File: config.mk
export PLATFORM = sky130hd
export DESIGN_NAME = mp_arith_ctrl
export DESIGN_NICKNAME = d
export VERILOG_FILES = /design/src/rtl/mp_arith_pkg.sv /design/src/rtl/arith_slice.sv /design/src/rtl/mp_arith_ctrl.sv
export SDC_FILE = /design/constraint.sdc
export NUM_CORES = 1
export LEC_CHECK = 0
export BUFFER_PORTS_ARGS = -buffer_cell sky130_fd_sc_hd__buf_2
export CAP_MARGIN = 20
export CORE_MARGIN = 5
export CORE_UTILIZATION = 40
export DETAILED_ROUTE_END_ITERATION = 6
export SETUP_SLACK_MARGIN = 0.3
export SLEW_MARGIN = 20
export SYNTH_ARGS = -nofsm -noshare
export SYNTH_HDL_FRONTEND = slang
export SYNTH_SLANG_ARGS = --single-unit
File: constraint.sdc
create_clock -name CLK -period 8.9 [get_ports CLK]
set_clock_uncertainty 0.2 [all_clocks]
set_input_delay 2.225 -clock CLK [delete_from_list [all_inputs] [get_ports CLK]]
set_output_delay 2.225 -clock CLK [all_outputs]
set_load 0.005 [all_outputs]
File: src/rtl/mp_arith_pkg.sv
// Shared opcodes, FSM state type and opcode decode for the multi-precision
// arithmetic sequencer.
package mp_arith_pkg;

  localparam logic [4:0] OP_ADD = 5'b00000;
  localparam logic [4:0] OP_SUB = 5'b00101;
  localparam logic [4:0] OP_INC = 5'b00011;
  localparam logic [4:0] OP_DEC = 5'b00110;

  typedef enum logic [1:0] {
    IDLE,
    RUN,
    FIN
  } state_e;

  function automatic logic op_supported(input logic [4:0] op);
    return (op == OP_ADD) || (op == OP_SUB) || (op == OP_INC) || (op == OP_DEC);
  endfunction

endpackage

File: src/rtl/arith_slice.sv
// One BITS-wide add step with carry in/out; ovf is only meaningful when the
// slice is fed the most-significant word.
module arith_slice #(
  parameter int BITS = 8
) (
  input  logic [BITS-1:0] a,
  input  logic [BITS-1:0] b,
  input  logic            cin,
  output logic [BITS-1:0] sum,
  output logic            cout,
  output logic            ovf
);

  assign {cout, sum} = {1'b0, a} + {1'b0, b} + {{BITS{1'b0}}, cin};
  assign ovf = (a[BITS-1] == b[BITS-1]) && (sum[BITS-1] != a[BITS-1]);

endmodule

File: src/rtl/mp_arith_ctrl.sv
// Word-serial WORDS x BITS add/sub/inc/dec sequencer: one slice, LS word first,
// carry chained through a register; flags reflect the full-width result.
module mp_arith_ctrl
  import mp_arith_pkg::*;
#(
  parameter int BITS  = 8,
  parameter int WORDS = 4
) (
  input  logic                  CLK,
  input  logic                  RST_N,
  input  logic                  START,
  input  logic [4:0]            OP,
  input  logic [BITS*WORDS-1:0] A_IN,
  input  logic [BITS*WORDS-1:0] B_IN,
  output logic [BITS*WORDS-1:0] RESU,
  output logic                  O,
  output logic                  C,
  output logic                  S,
  output logic                  Z,
  output logic                  BUSY,
  output logic                  DONE,
  output logic                  ERR
);

  localparam int W  = BITS * WORDS;
  localparam int KW = $clog2(WORDS);

  state_e          state_q, state_d;
  logic [W-1:0]    a_q, a_d, b_q, b_d, res_q, res_d;
  logic [KW-1:0]   k_q, k_d;
  logic [BITS-1:0] acc_q, acc_d;
  logic            cy_q, cy_d;
  logic            o_q, o_d, c_q, c_d, s_q, s_d, z_q, z_d;
  logic            done_q, done_d, err_q, err_d;

  logic [BITS-1:0] sum;
  logic            cout, ovf;

  // Operands shift right each step, so the slice always sees the current word.
  arith_slice #(.BITS(BITS)) u_slice (
    .a   (a_q[BITS-1:0]),
    .b   (b_q[BITS-1:0]),
    .cin (cy_q),
    .sum (sum),
    .cout(cout),
    .ovf (ovf)
  );

  always_comb begin
    // NOTE: every variable gets a default first so no path can infer a latch.
    state_d = state_q;
    a_d     = a_q;
    b_d     = b_q;
    res_d   = res_q;
    k_d     = k_q;
    acc_d   = acc_q;
    cy_d    = cy_q;
    o_d     = o_q;
    c_d     = c_q;
    s_d     = s_q;
    z_d     = z_q;
    done_d  = 1'b0;
    err_d   = 1'b0;

    unique case (state_q)
      IDLE: begin
        if (START) begin
          if (op_supported(OP)) begin
            state_d = RUN;
            a_d     = A_IN;
            k_d     = '0;
            acc_d   = '0;
            // Subtraction becomes A + ~B + 1; inc/dec substitute a constant B.
            case (OP)
              OP_ADD:  begin b_d = B_IN;  cy_d = 1'b0; end
              OP_SUB:  begin b_d = ~B_IN; cy_d = 1'b1; end
              OP_INC:  begin b_d = '0;    cy_d = 1'b1; end
              default: begin b_d = '1;    cy_d = 1'b0; end
            endcase
          end else begin
            err_d = 1'b1;
          end
        end
      end
      RUN: begin
        a_d                      = a_q >> BITS;
        b_d                      = b_q >> BITS;
        cy_d                     = cout;
        res_d[k_q*BITS +: BITS]  = sum;
        acc_d                    = acc_q | sum;
        k_d                      = k_q + 1'b1;
        if (k_q == KW'(WORDS - 1)) begin
          state_d = FIN;
          o_d     = ovf;
          c_d     = cout;
          s_d     = sum[BITS-1];
          z_d     = ~|(acc_q | sum);
        end
      end
      FIN: begin
        state_d = IDLE;
        done_d  = 1'b1;
      end
      default: state_d = IDLE;
    endcase
  end

  // NOTE: sequential state uses non-blocking assignments so all registers
  // update together from the values present before the edge.
  always_ff @(posedge CLK or negedge RST_N) begin
    if (!RST_N) begin
      state_q <= IDLE;
      a_q     <= '0;
      b_q     <= '0;
      res_q   <= '0;
      k_q     <= '0;
      acc_q   <= '0;
      cy_q    <= 1'b0;
      o_q     <= 1'b0;
      c_q     <= 1'b0;
      s_q     <= 1'b0;
      z_q     <= 1'b1;
      done_q  <= 1'b0;
      err_q   <= 1'b0;
    end else begin
      state_q <= state_d;
      a_q     <= a_d;
      b_q     <= b_d;
      res_q   <= res_d;
      k_q     <= k_d;
      acc_q   <= acc_d;
      cy_q    <= cy_d;
      o_q     <= o_d;
      c_q     <= c_d;
      s_q     <= s_d;
      z_q     <= z_d;
      done_q  <= done_d;
      err_q   <= err_d;
    end
  end

  assign RESU = res_q;
  assign O    = o_q;
  assign C    = c_q;
  assign S    = s_q;
  assign Z    = z_q;
  assign BUSY = (state_q == RUN);
  assign DONE = done_q;
  assign ERR  = err_q;

endmodule

# == Yosys cells after proc, flatten, opt, wreduce, memory -nomap -nowiden ==
# Cells that the tools add are included.
# W data, S select, Z words.
# totals
inputBits,72
reg_bits,115
word_cells,71
romBits,0
latchBits,0
mem_count,0
ram_bits,0
out_inout_bits,39
# op_classes
n_div,0
shift,2
n_mul,0
addsub,4
n_reduce_logical,13
n_eq_ne,11
bitwise_logic,2
mux,26
magnitude_cmp,0
# op_table
operator,n
$mux W32,4
$pmux W32 S2,2
$pmux W32 S3,1
$neg A5 Y34,1
$shift A8 B34 Y32 const A,1
$shiftx A8 B34 Y32,1
$bwmux W32,1
$not A32 Y32,1
$mux W8,2
$pmux W8 S2,1
$eq A5 B3 Y1 const B,2
$mux W2,5
$add A8 B8 Y9,1
$add A9 B1 Y9,1
$or A8 B8 Y8,1
$pmux W2 S2,2
$reduce_or A8 Y1,1
$mux W1,7
$reduce_and A3 Y1,2
$eq A5 B2 Y1 const B,1
$logic_not A5 Y1,1
$eq A2 B2 Y1 const B,2
$ne A2 B2 Y1 const B,2
$logic_or A1 B1 Y1,3
other kinds (12),12

# == Logic depth before layout (Yosys ltp) ==
# Gate-level depths: netlist of run 1.
# logic_depth
ltp_word,7
ltp_mapped,8
depth_no_buf,8

# == Modules after synthesis ==
# A second synthesis of run 1 with hierarchy kept.
# unflattened
cells_unflattened,568
hier_area_um2,5740.5
# modules_own_cells
mod,area_each_um2,n_inst,cells_per_inst,seq_area_each_um2
mp_arith_ctrl,5403.9,1,526,2879.0
arith_slice,336.6,1,42,0.0

# == Worst setup path before layout of run 1 ==
# Ideal clock, no wire load.
# synth_timing
kind,input-to-reg
start,input OP[1]
end,register b_q[14]
stages,8
setup_time_ns,0.125
slack_ns,5.098
required_ns,8.575
arrival_time_ns,3.477
n_path_buf,2
path_cell_list,xor2_1 > and2_1 > o21a_1 > and3b_1 > buf_4 > buf_2 > o32ai_1 > nor2_1
# synth_via
elab_chain_cells,6
word_cells_on_any_way,13
cone_classes,4 x eq/ne; 4 x mux; 5 x reduce/logical
# synth_rtl
item,line_no,source
"start, declared",mp_arith_ctrl.sv:12,"input logic [4:0] OP,"
branches (longest 6 deep; another with $pmux W32 S3),--,
"end signal, assigned",mp_arith_ctrl.sv:114,b_q <= '0;
"end signal, assigned",mp_arith_ctrl.sv:128,b_q <= b_d;
"end, declared",mp_arith_ctrl.sv:29,"logic [W-1:0] a_q, a_d, b_q, b_d, res_q, res_d;"
# Parallel ways; which one is timed is not known. The select of a mux whose other input is x is not followed.
# A chain may end at the register's enable or synchronous reset.

# == Worst setup path in the final report of run 1 ==
# layout_timing
start,input OP[1]
end,register acc_q[2]
# layout_via
elab_chain_cells,6
word_cells_on_any_way,9
cone_classes,4 x eq/ne; 5 x reduce/logical
# layout_rtl
item,line_no,source
$eq A5 B3 Y1 / $logic_not A5 Y1 (equally long branches),mp_arith_pkg.sv:17,return (op == OP_ADD) || (op == OP_SUB) || (op == OP_INC) || (op == OP_DEC);
$logic_or A1 B1 Y1 (2 in a row),mp_arith_pkg.sv:17,
$logic_or A1 B1 Y1 *,mp_arith_pkg.sv:17,
$ne A2 B2 Y1 (no source line) *,--,
$reduce_and A3 Y1 (no source line) *,--,
"end signal, assigned",mp_arith_ctrl.sv:117,acc_q <= '0;
"end signal, assigned",mp_arith_ctrl.sv:131,acc_q <= acc_d;
"end, declared",mp_arith_ctrl.sv:31,"logic [BITS-1:0] acc_q, acc_d;"
# Mark *: on every way between the ends. The rest lies on a longest branch, timed or not.

==> results.toml, run 1 <==
[outcome]
outcome = "completed"

[synth]
synth_mux_area_share_pct = 0.209
synth_adder_area_share_pct = 3.77
synth.avg_cell_area_sq_um = 9.74
synth-simple-area-share_pct = 17.7
yosys_most_used_dff = "dfrtp_1"
synth_area_leaders = "dfrtp_1 53%, nand2_1 6.9%, a22o_1 6.5%"
ys_warn_count = 0
yosysTopAreaCell = "dfrtp_1"
ys_top_cells_by_count = "114 x dfrtp_1, 99 x nand2_1, 92 x nor2_1, 40 x a22o_1, 25 x a31oi_1"
postSynthCellCount = 552
syn_area_sq_um = 5380
yosysSeqAreaShare_pct = 53.6
ys_seq_elements = 115
yosys.area.top_type_share_pct = 53.1
synthesis.nets = 639
synth_xor_area_share_pct = 1.47
synth_edf_count = 0
synth_most_common_cell = "dfrtp_1"
synth_top_family_by_area = "compound AO/OA/AOI/OAI gates"
synth-compound-area-share_pct = 20.1
synth.distinct_cells = 42
ys_async_sr_fraction_pct = 100

[timing]
max_freq_ghz = 0.227
finalCritPeriodShare_pct = 49.5
tightest_slew_ns = 0.896
setup_violations = 0
maxSlewViolCount = 0
finalHoldViolations = 0
finalSetupTns_ns = 0
fin_crit_ns = 4.40
slew_headroom_pct = 39.8
rsz0062_at_grt = "false"

[setup_path]
slowest_delay_ns = 0.60
crit_arrival_ns = 4.49
cp-start-kind = "input port"
crit_slowest_cell = "and3b_2"
crit_family = "simple AND/OR/NAND/NOR gates"
endpoint_kind = "flop"
path_cells = "buf_2, xor2_1, nor2_1, o21a_1, and3b_2, buf_4, nand2_1, a22o_1"
crit_buf_inv = 2
critPathKind = "input port to flop"
crit_fanout = 33
r2r_start = "a_q[0]"
cp-startpoint = "OP[1]"
cp.required_ns = 8.99

[run]
max_cap_violations = 0

[finish]
nets = 741
syn2layout_area_growth_pct = 22.5
utilization_pct = 49.9
drive_gt1_share_pct = 23.2
antenna_cells = 0

[power]
ir_drop_mv = 0.153
power_density_nw_per_um2 = 366
leakage_nw = 3.10

[floorplanning]
start_util_pct = 40.8
fp.dieH_microns = 126
die_w_microns = 126
ios = 111
die_area_sq_um = 15900
rows = 42
core_sq_um = 13200

[global_route]
gr-max-usage-layer = "met2"
grt_pass1_vias = 4299
use_met2_pct = 26.4
use_met3_pct = 5.67
antenna_found_initial = 0
grt_max_degree = 83
grt_pass1_wl_microns = 22400
grt_remaining_overflow = 0
grt_use_met1_pct = 24.6
track_usage_pct = 17.6

[place]
dp_hpwl_microns = 9340
port_buffers = 110
place.gp.congestion = 0.773

[clocking]
clkSinkCount = 115
post-cts-setup-buffers = 0
numCtsBuffers = 17
htree_levels = 4
clk_pin_slew_ns = 0.05
clk_latency_ns = 0.41
cts-hold-fix-buffers = 0
cts_resized = 0
ctsLongestPathBuffers = 2
cts_tree = "done"
clockRootBuffer = "clkbuf_16"

[worst_hold_path]
hp-class = "flop to flop"
min_from = "Z"

[routing]
vias = 4523
drc = 0
wire_per_inst_microns = 16.3
viasPerCell = 5.38
wirelength_microns = 13700
dr.first_iter.drc_count = 333
ant_nets = 0
drtPass1Iterations = 5
## sequential cells by signal (all words and copies together), names as in the netlist
signal   cells
Z            1
C            1
cy_q         1
O            1
RESU        32
state_q      2
S            1
acc_q        8
b_q         32
a_q         32
ERR          1
DONE         1
k_q          2
## path summary, 6_finish.rpt
| check | depth (start not counted) | end | slack [ns] |
|---|---|---|---|
| setup / recovery | 8 | acc_q[2] | 4.50 |
| hold / removal | 2 | Z | 0.27 |
| setup reg to reg | 7 | Z | 5.82 |
| hold reg to reg | 2 | Z | 0.27 |
| max in group asynchronous | 2 | RESU[21] | 5.84 |
| min in group asynchronous | 1 | RESU[25] | 1.57 |
## per-layer routing
| metal | routed length [microns] | up-vias |
|---|---|---|
| li1 | - | 2189 |
| met1 | 6430 | 2183 |
| met2 | 6260 | 135 |
| met3 | 836 | 16 |
| met4 | 205 | 0 |
| met5 | 0 | - |
## layout make-up
cell class	count	area (sq um)
repair buffers	116	602
clock buffers	25	495
fillers	1246	6600
well taps	176	220
clock inverters	5	27.5
inverters	7	26.3
multi-input cells	397	2340
flip-flops and latches	115	2880
## placed cells by master (no fill, tap or decap), drive strengths merged, types with 2 or more instances in the layout
cell type | Yosys | final
xor2 | 4 | 4
clkinv | 0 | 4
o21bai | 2 | 2
o21ai | 30 | 30
dfrtp | 114 | 114
inv | 7 | 7
nor4 | 4 | 4
nor3 | 9 | 9
nand4 | 2 | 2
a21o | 3 | 3
xnor2 | 5 | 5
nand2 | 99 | 99
fa | 2 | 2
a21oi | 12 | 12
o211ai | 2 | 2
nor2 | 92 | 92
ha | 13 | 13
nor4b | 2 | 2
o32ai | 24 | 24
nand3 | 5 | 5
a31oi | 25 | 25
a2111oi | 8 | 8
a22o | 40 | 40
buf | 9 | 116
clkbuf | 24 | 25
or4 | 2 | 2
nor2b | 2 | 2
## stage by stage
step / setup WS, ns / cell area, sq um / hold WS [ns] / cells / power [mW]
after floorplan: 5.10 / 5380 / 0.227 / 552 / 1.49
after global placement: 4.19 / 6060 / 0.257 / 811 / 1.80
after detailed placement: 4.07 / 6060 / 0.266 / 811 / 1.83
after CTS: 4.51 / 6580 / 0.276 / 841 / 2.43
after global routing: 4.27 / 6590 / 0.297 / 841 / 2.58
final: 4.50 / 6590 / 0.273 / 841 / 2.41
## worst register-to-register path: cells and delay by family (launching register included)
| family | cells | cell delay [ns] |
|---|---|---|
| adder cells (fa/ha/maj) | 2 | 1.07 |
| AND/OR/NAND/NOR | 4 | 1.20 |
| AO/OA/AOI/OAI | 1 | 0.13 |
| flip-flops | 1 | 0.42 |
## cell families after synthesis
| group | after synthesis |
|---|---|
| buffers and inverters | 40 |
| muxes | 1 |
| DFF | 115 |
| and+or+nand+nor | 223 |
| xor gates and xnor gates | 9 |
| adders and majority gates | 15 |
| AOI/OAI and AO/OA | 149 |
## where the power goes
group	total (mW)	leakage [nW]	internal, mW	switching, mW
registers	0.884	1.42	0.742	0.142
clock network	0.597	0.259	0.379	0.218
logic	0.930	1.43	0.359	0.571
Power figures use the tool's default switching activity.
==> run 2: changes to the inputs <==
==> constraint.sdc (replaced) <==
create_clock -name CLK -period 3.8 [get_ports CLK]
set_clock_uncertainty 0.2 [all_clocks]
set_input_delay 0.95 -clock CLK [delete_from_list [all_inputs] [get_ports CLK]]
set_output_delay 0.95 -clock CLK [all_outputs]
set_load 0.005 [all_outputs]
==> run 2 against run 1 <==
  * Routed wire length increased by 2.3%
  * Utilization up 1.1 points
  * Critical path type is now flop to flop
  * Largest cell class unchanged
  * Highest routed layer unchanged
  * Non-clock buffer count up 3
==> results.toml, run 2 (synthesis results as in run 1) <==
[global_route]
track_usage_pct = 17.9
grt_pass1_vias = 4540
antenna_found_initial = 0
grt_remaining_overflow = 0
grt_max_degree = 81
grt_pass1_wl_microns = 22900

[clocking]
clkSinkCount = 115
clk_pin_slew_ns = 0.05
cts_tree = "done"
post-cts-setup-buffers = 0
cts-hold-fix-buffers = 0
clockRootBuffer = "clkbuf_16"
clk_latency_ns = 0.42
numCtsBuffers = 17
cts_resized = 0
ctsLongestPathBuffers = 2
htree_levels = 4

[outcome]
outcome = "completed"

[timing]
rsz0062_at_grt = "false"
maxSlewViolCount = 0
setup_violations = 0
finalCritPeriodShare_pct = 79.8
fin_crit_ns = 3.03
finalSetupTns_ns = 0
slew_headroom_pct = 39.0
finalHoldViolations = 0
tightest_slew_ns = 0.913
max_freq_ghz = 0.330

[setup_path]
endpoint_kind = "flop"
crit_fanout = 6
crit_family = "simple AND/OR/NAND/NOR gates"
reg2reg_depth = 7
cp.required_ns = 3.94
crit_arrival_ns = 3.17
slowest_delay_ns = 0.58
r2r_end = "Z"
r2r_start = "a_q[0]"
rrSetupSlack_ns = 0.77
path_cells = "fa_1, fa_1, or4_1, nor3_1, nand4b_1, or4_1, o21ai_1"
critPathKind = "flop to flop"
crit_slowest_cell = "fa_1"
cp-start-kind = "flop"
crit_buf_inv = 0

[run]
max_cap_violations = 0

[worst_hold_path]
holdPathEnd = "Z"
hp-class = "flop to flop"
worstHoldPathCells = 2
min_from = "Z"

[routing]
drc = 0
viasPerCell = 5.37
wirelength_microns = 14100
drtPass1Iterations = 7
wire_per_inst_microns = 16.6
vias = 4542
ant_nets = 0
dr.first_iter.drc_count = 281

[finish]
nets = 744
n_fill_cell = 1252
final_common_cell = "dfrtp_1"
drive_gt1_share_pct = 24.0
fin_area_sq_um = 6730
syn2layout_area_growth_pct = 25.3
antenna_cells = 0
mostFrequentLayoutCells = "114 x dfrtp_1, 109 x buf_2, 99 x nand2_1, 92 x nor2_1, 40 x a22o_1"

[place]
dp_hpwl_microns = 9560
port_buffers = 110
post_dp_cell_area_sq_um = 6090
place.gp.congestion = 0.864

[floorplanning]
die_w_microns = 126
die_area_sq_um = 15900
fp.dieH_microns = 126
core_sq_um = 13200
start_util_pct = 40.8
ios = 111
rows = 42

[power]
total_power_mw = 5.94
ir_drop_mv = 0.368
leakage_nw = 3.17
power_density_nw_per_um2 = 882
run 2: cell types whose count changed in the layout (fill, tap and decap cells not counted), sizes merged:
cell,previous run,this run
buf,116,119
clkbuf,25,23
clkinvlp,1,2
bufinv,0,4
clkinv,4,3
run 2: where the power goes:
group / total (mW) / internal (mW) / leakage, nW / switching, mW
clock network: 1.71 / 1.16 / 0.309 / 0.544
registers: 2.07 / 1.74 / 1.42 / 0.332
logic: 2.16 / 0.846 / 1.44 / 1.32
total: 5.94 / 3.74 / 3.17 / 2.19
run 2: worst max-delay path by stage:
stage / startpoint / end / slack (ns) / depth (start not counted)
detailed placement: OP[2] / b_q[24] / 0.75 / 7
CTS: a_q[0] / Z / 0.77 / 7
floorplan: a_q[0] / Z / 0.96 / 7
finish: a_q[0] / Z / 0.77 / 7
global placement: a_q[0] / Z / 0.81 / 7
global route: a_q[0] / Z / 0.61 / 7
run 2: area by class of cell:
type                       instances  area (sq um)  share of cell area, %
clock buffer                      23           488                   7.25
timing repair buffer             119           633                   9.40
sequential                       115          2880                   42.8
multi-input combinational        397          2340                   34.7
tap                              176           220                   3.27
clock inverter                     9           150                   2.23
inverter                           7          26.3                  0.390
run 2: through the flow:
stage	worst slack [ns]	cells	hold WS, ns	utilization (%)
detailed placement	0.745	814	0.261	46.2
finish	0.767	846	0.269	51.0
floorplan	0.956	552	0.227	-
global placement	0.812	814	0.262	46.2
global route	0.609	846	0.306	51.0
CTS	0.768	846	0.270	51.0
run 2: worst min-delay path, cell delays in order, from the launching register on:
cell and delay, ns:
dfstp_2 0.37, nand2_1 0.05, o21ai_1 0.05
run 2: layer usage:
layer | vias up | share of wire [%] | GRT usage (%)
met5 | - | 0 | 0
met4 | 0 | 2.7 | 7.82
met3 | 23 | 5.5 | 5.42
met2 | 140 | 44 | 26.2
met1 | 2192 | 48 | 24.7
li1 | 2187 | - | -
==> run 3: changes to the inputs <==
==> constraint.sdc (replaced) <==
create_clock -name CLK -period 3 [get_ports CLK]
set_clock_uncertainty 0.2 [all_clocks]
set_input_delay 0.75 -clock CLK [delete_from_list [all_inputs] [get_ports CLK]]
set_output_delay 0.75 -clock CLK [all_outputs]
set_load 0.005 [all_outputs]
==> run 3 against run 2 <==
  * Fmax rose by 11%
  * Global-route usage up 0.28 points
  * Clock power hardly changed
  * Worst hold slack lost 0.12 ns
  * Utilization decreased by 0.50 points
  * Die area stayed put
  * Final area decreased by 0.99%
  * Sequential power up 27%
  * Non-clock buffer count increased by 6
  * Total power grew 22%
  * Final cell count grew 0.47%
  * Largest cell class unchanged
  * Combinational power is 34% higher
==> results.toml, run 3 (synthesis results as in run 1) <==
[outcome]
outcome = "completed"

[place]
port_buffers = 110
dp_hpwl_microns = 9620
dp_cells = 819
place.gp.congestion = 0.817

[global_route]
grt_pass1_vias = 4470
grt_remaining_overflow = 0
grt_max_degree = 81
track_usage_pct = 18.2
grt_pass1_wl_microns = 23100
antenna_found_initial = 1

[timing]
maxSlewViolCount = 0
fin_crit_ns = 2.73
setup_violations = 0
finalHoldViolations = 0
max_freq_ghz = 0.367
timing.hold.ws_ns = 0.149
slew_headroom_pct = 45.8
finalSetupTns_ns = 0
tightest_slew_ns = 0.808
finalCritPeriodShare_pct = 90.9
rsz0062_at_grt = "true"

[floorplanning]
die_area_sq_um = 15900
rows = 42
core_sq_um = 13200
ios = 111
die_w_microns = 126
start_util_pct = 40.8
fp.dieH_microns = 126

[setup_path]
slowest_delay_ns = 0.46
endpoint_kind = "flop"
r2r_start = "a_q[0]"
reg2reg_depth = 7
crit_slowest_cell = "fa_1"
crit_fanout = 2
crit_arrival_ns = 2.86
critPathKind = "flop to flop"
cp-start-kind = "flop"
cp.required_ns = 3.14
cp-startpoint = "a_q[0]"
path_cells = "fa_2, fa_1, or4_4, nor3_2, nand4b_1, or4_1, o21ai_2"

[finish]
ff_latch_area_sq_um = 2880
mostFrequentLayoutCells = "114 x dfrtp_1, 109 x buf_2, 99 x nand2_1, 92 x nor2_1, 40 x a22o_1"
final_common_cell = "dfrtp_1"
drive_gt1_share_pct = 25.0
n_fill_cell = 1253
stdcell_count = 850
utilization_pct = 50.5
multi_input_area_sq_um = 2350
syn2layout_area_growth_pct = 24.0
nets = 750

[clocking]
ctsLongestPathBuffers = 2
cts_tree = "done"
clk_pin_slew_ns = 0.05
clk_latency_ns = 0.41
cts-hold-fix-buffers = 0
clkSinkCount = 115
clockRootBuffer = "clkbuf_16"
htree_levels = 4
numCtsBuffers = 17

[routing]
ant_nets = 0
drc = 0
drtPass1Iterations = 4
wirelength_microns = 14000
dr.first_iter.drc_count = 384
viasPerCell = 5.34
vias = 4538
wire_per_inst_microns = 16.5

[worst_hold_path]
hp-class = "input port to asynchronous set/reset pin"

[power]
power_switching_mw = 2.77
p_clk_share_pct = 23.9
ir_drop_mv = 0.494
power_frac_comb_pct = 39.9
power_density_nw_per_um2 = 1090
swShare_pct = 38.2
power.internal_mw = 4.50
seqPwrFrac_pct = 36.2
leakage_nw = 3.16

[run]
max_cap_violations = 0
## run 3: cell types whose count changed in the layout (fill, tap and decap cells not counted), moves of 2 or more
cell / delta
buf_4: +6
clkinv_2: +4
bufinv_16: -4
clkinvlp_4: -2
## run 3: power groups by stage
stage / combinational (mW) / clock, mW / sequential [mW]
after floorplan: 1.89 / 0 / 2.52
after global placement: 2.82 / 0 / 2.63
after detailed placement: 2.87 / 0 / 2.65
after CTS: 2.93 / 1.78 / 2.63
after global routing: 3.25 / 1.86 / 2.70
final: 2.90 / 1.74 / 2.63
## run 3: per-layer routing
layer	share of wire (%)	vias up	wire [microns]	GRT usage, %
met3	5.5	18	774	6.27
met1	47	2191	6550	25.1
met4	1.3	2	186	5.17
li1	-	2200	-	-
met5	0.093	-	13	0
met2	46	127	6520	27.4
## run 3: layout make-up
cell class / count / area share, %
multi-input cells: 397 / 35.3
clock buffers: 22 / 7.11
repair buffers: 125 / 10.2
flip-flops and latches: 115 / 43.2
diodes: 1 / 0.0375
inverters: 7 / 0.394
clock inverters: 7 / 0.526
well taps: 176 / 3.30
## run 3: through the flow
stage	power, mW	area, sq um	setup WS, ns
6_report	7.27	6670	0.274
5_1_grt	7.81	6660	0.138
4_1_cts	7.34	6660	0.274
3_5_place_dp	5.52	6130	0.220
3_3_place_gp	5.45	6130	0.232
2_1_floorplan	4.42	5380	0.247
## run 3: final timing paths
kind,endpoint,slack [ns]
min in group CLK,O,0.27
worst max-delay path,Z,0.27
worst max register to register,Z,0.27
worst min register to register,O,0.27
worst min-delay path,RESU[31],0.15
max in group asynchronous,Z,1.74
## run 3: worst max-delay path, delay by kind of cell, from the launching register on
kind	cells	cell delay, ns
AOI/OAI and AO/OA	1	0.12
DFF	1	0.40
and+or+nand+nor	4	1.06
adders and majority gates	2	0.87
## run 3: what timing repair did
action                                  CTS  global route
resized for setup                         2             1
pin swaps                                 3             0
endpoints found under the setup margin    1             1
buffers inserted                          1             0
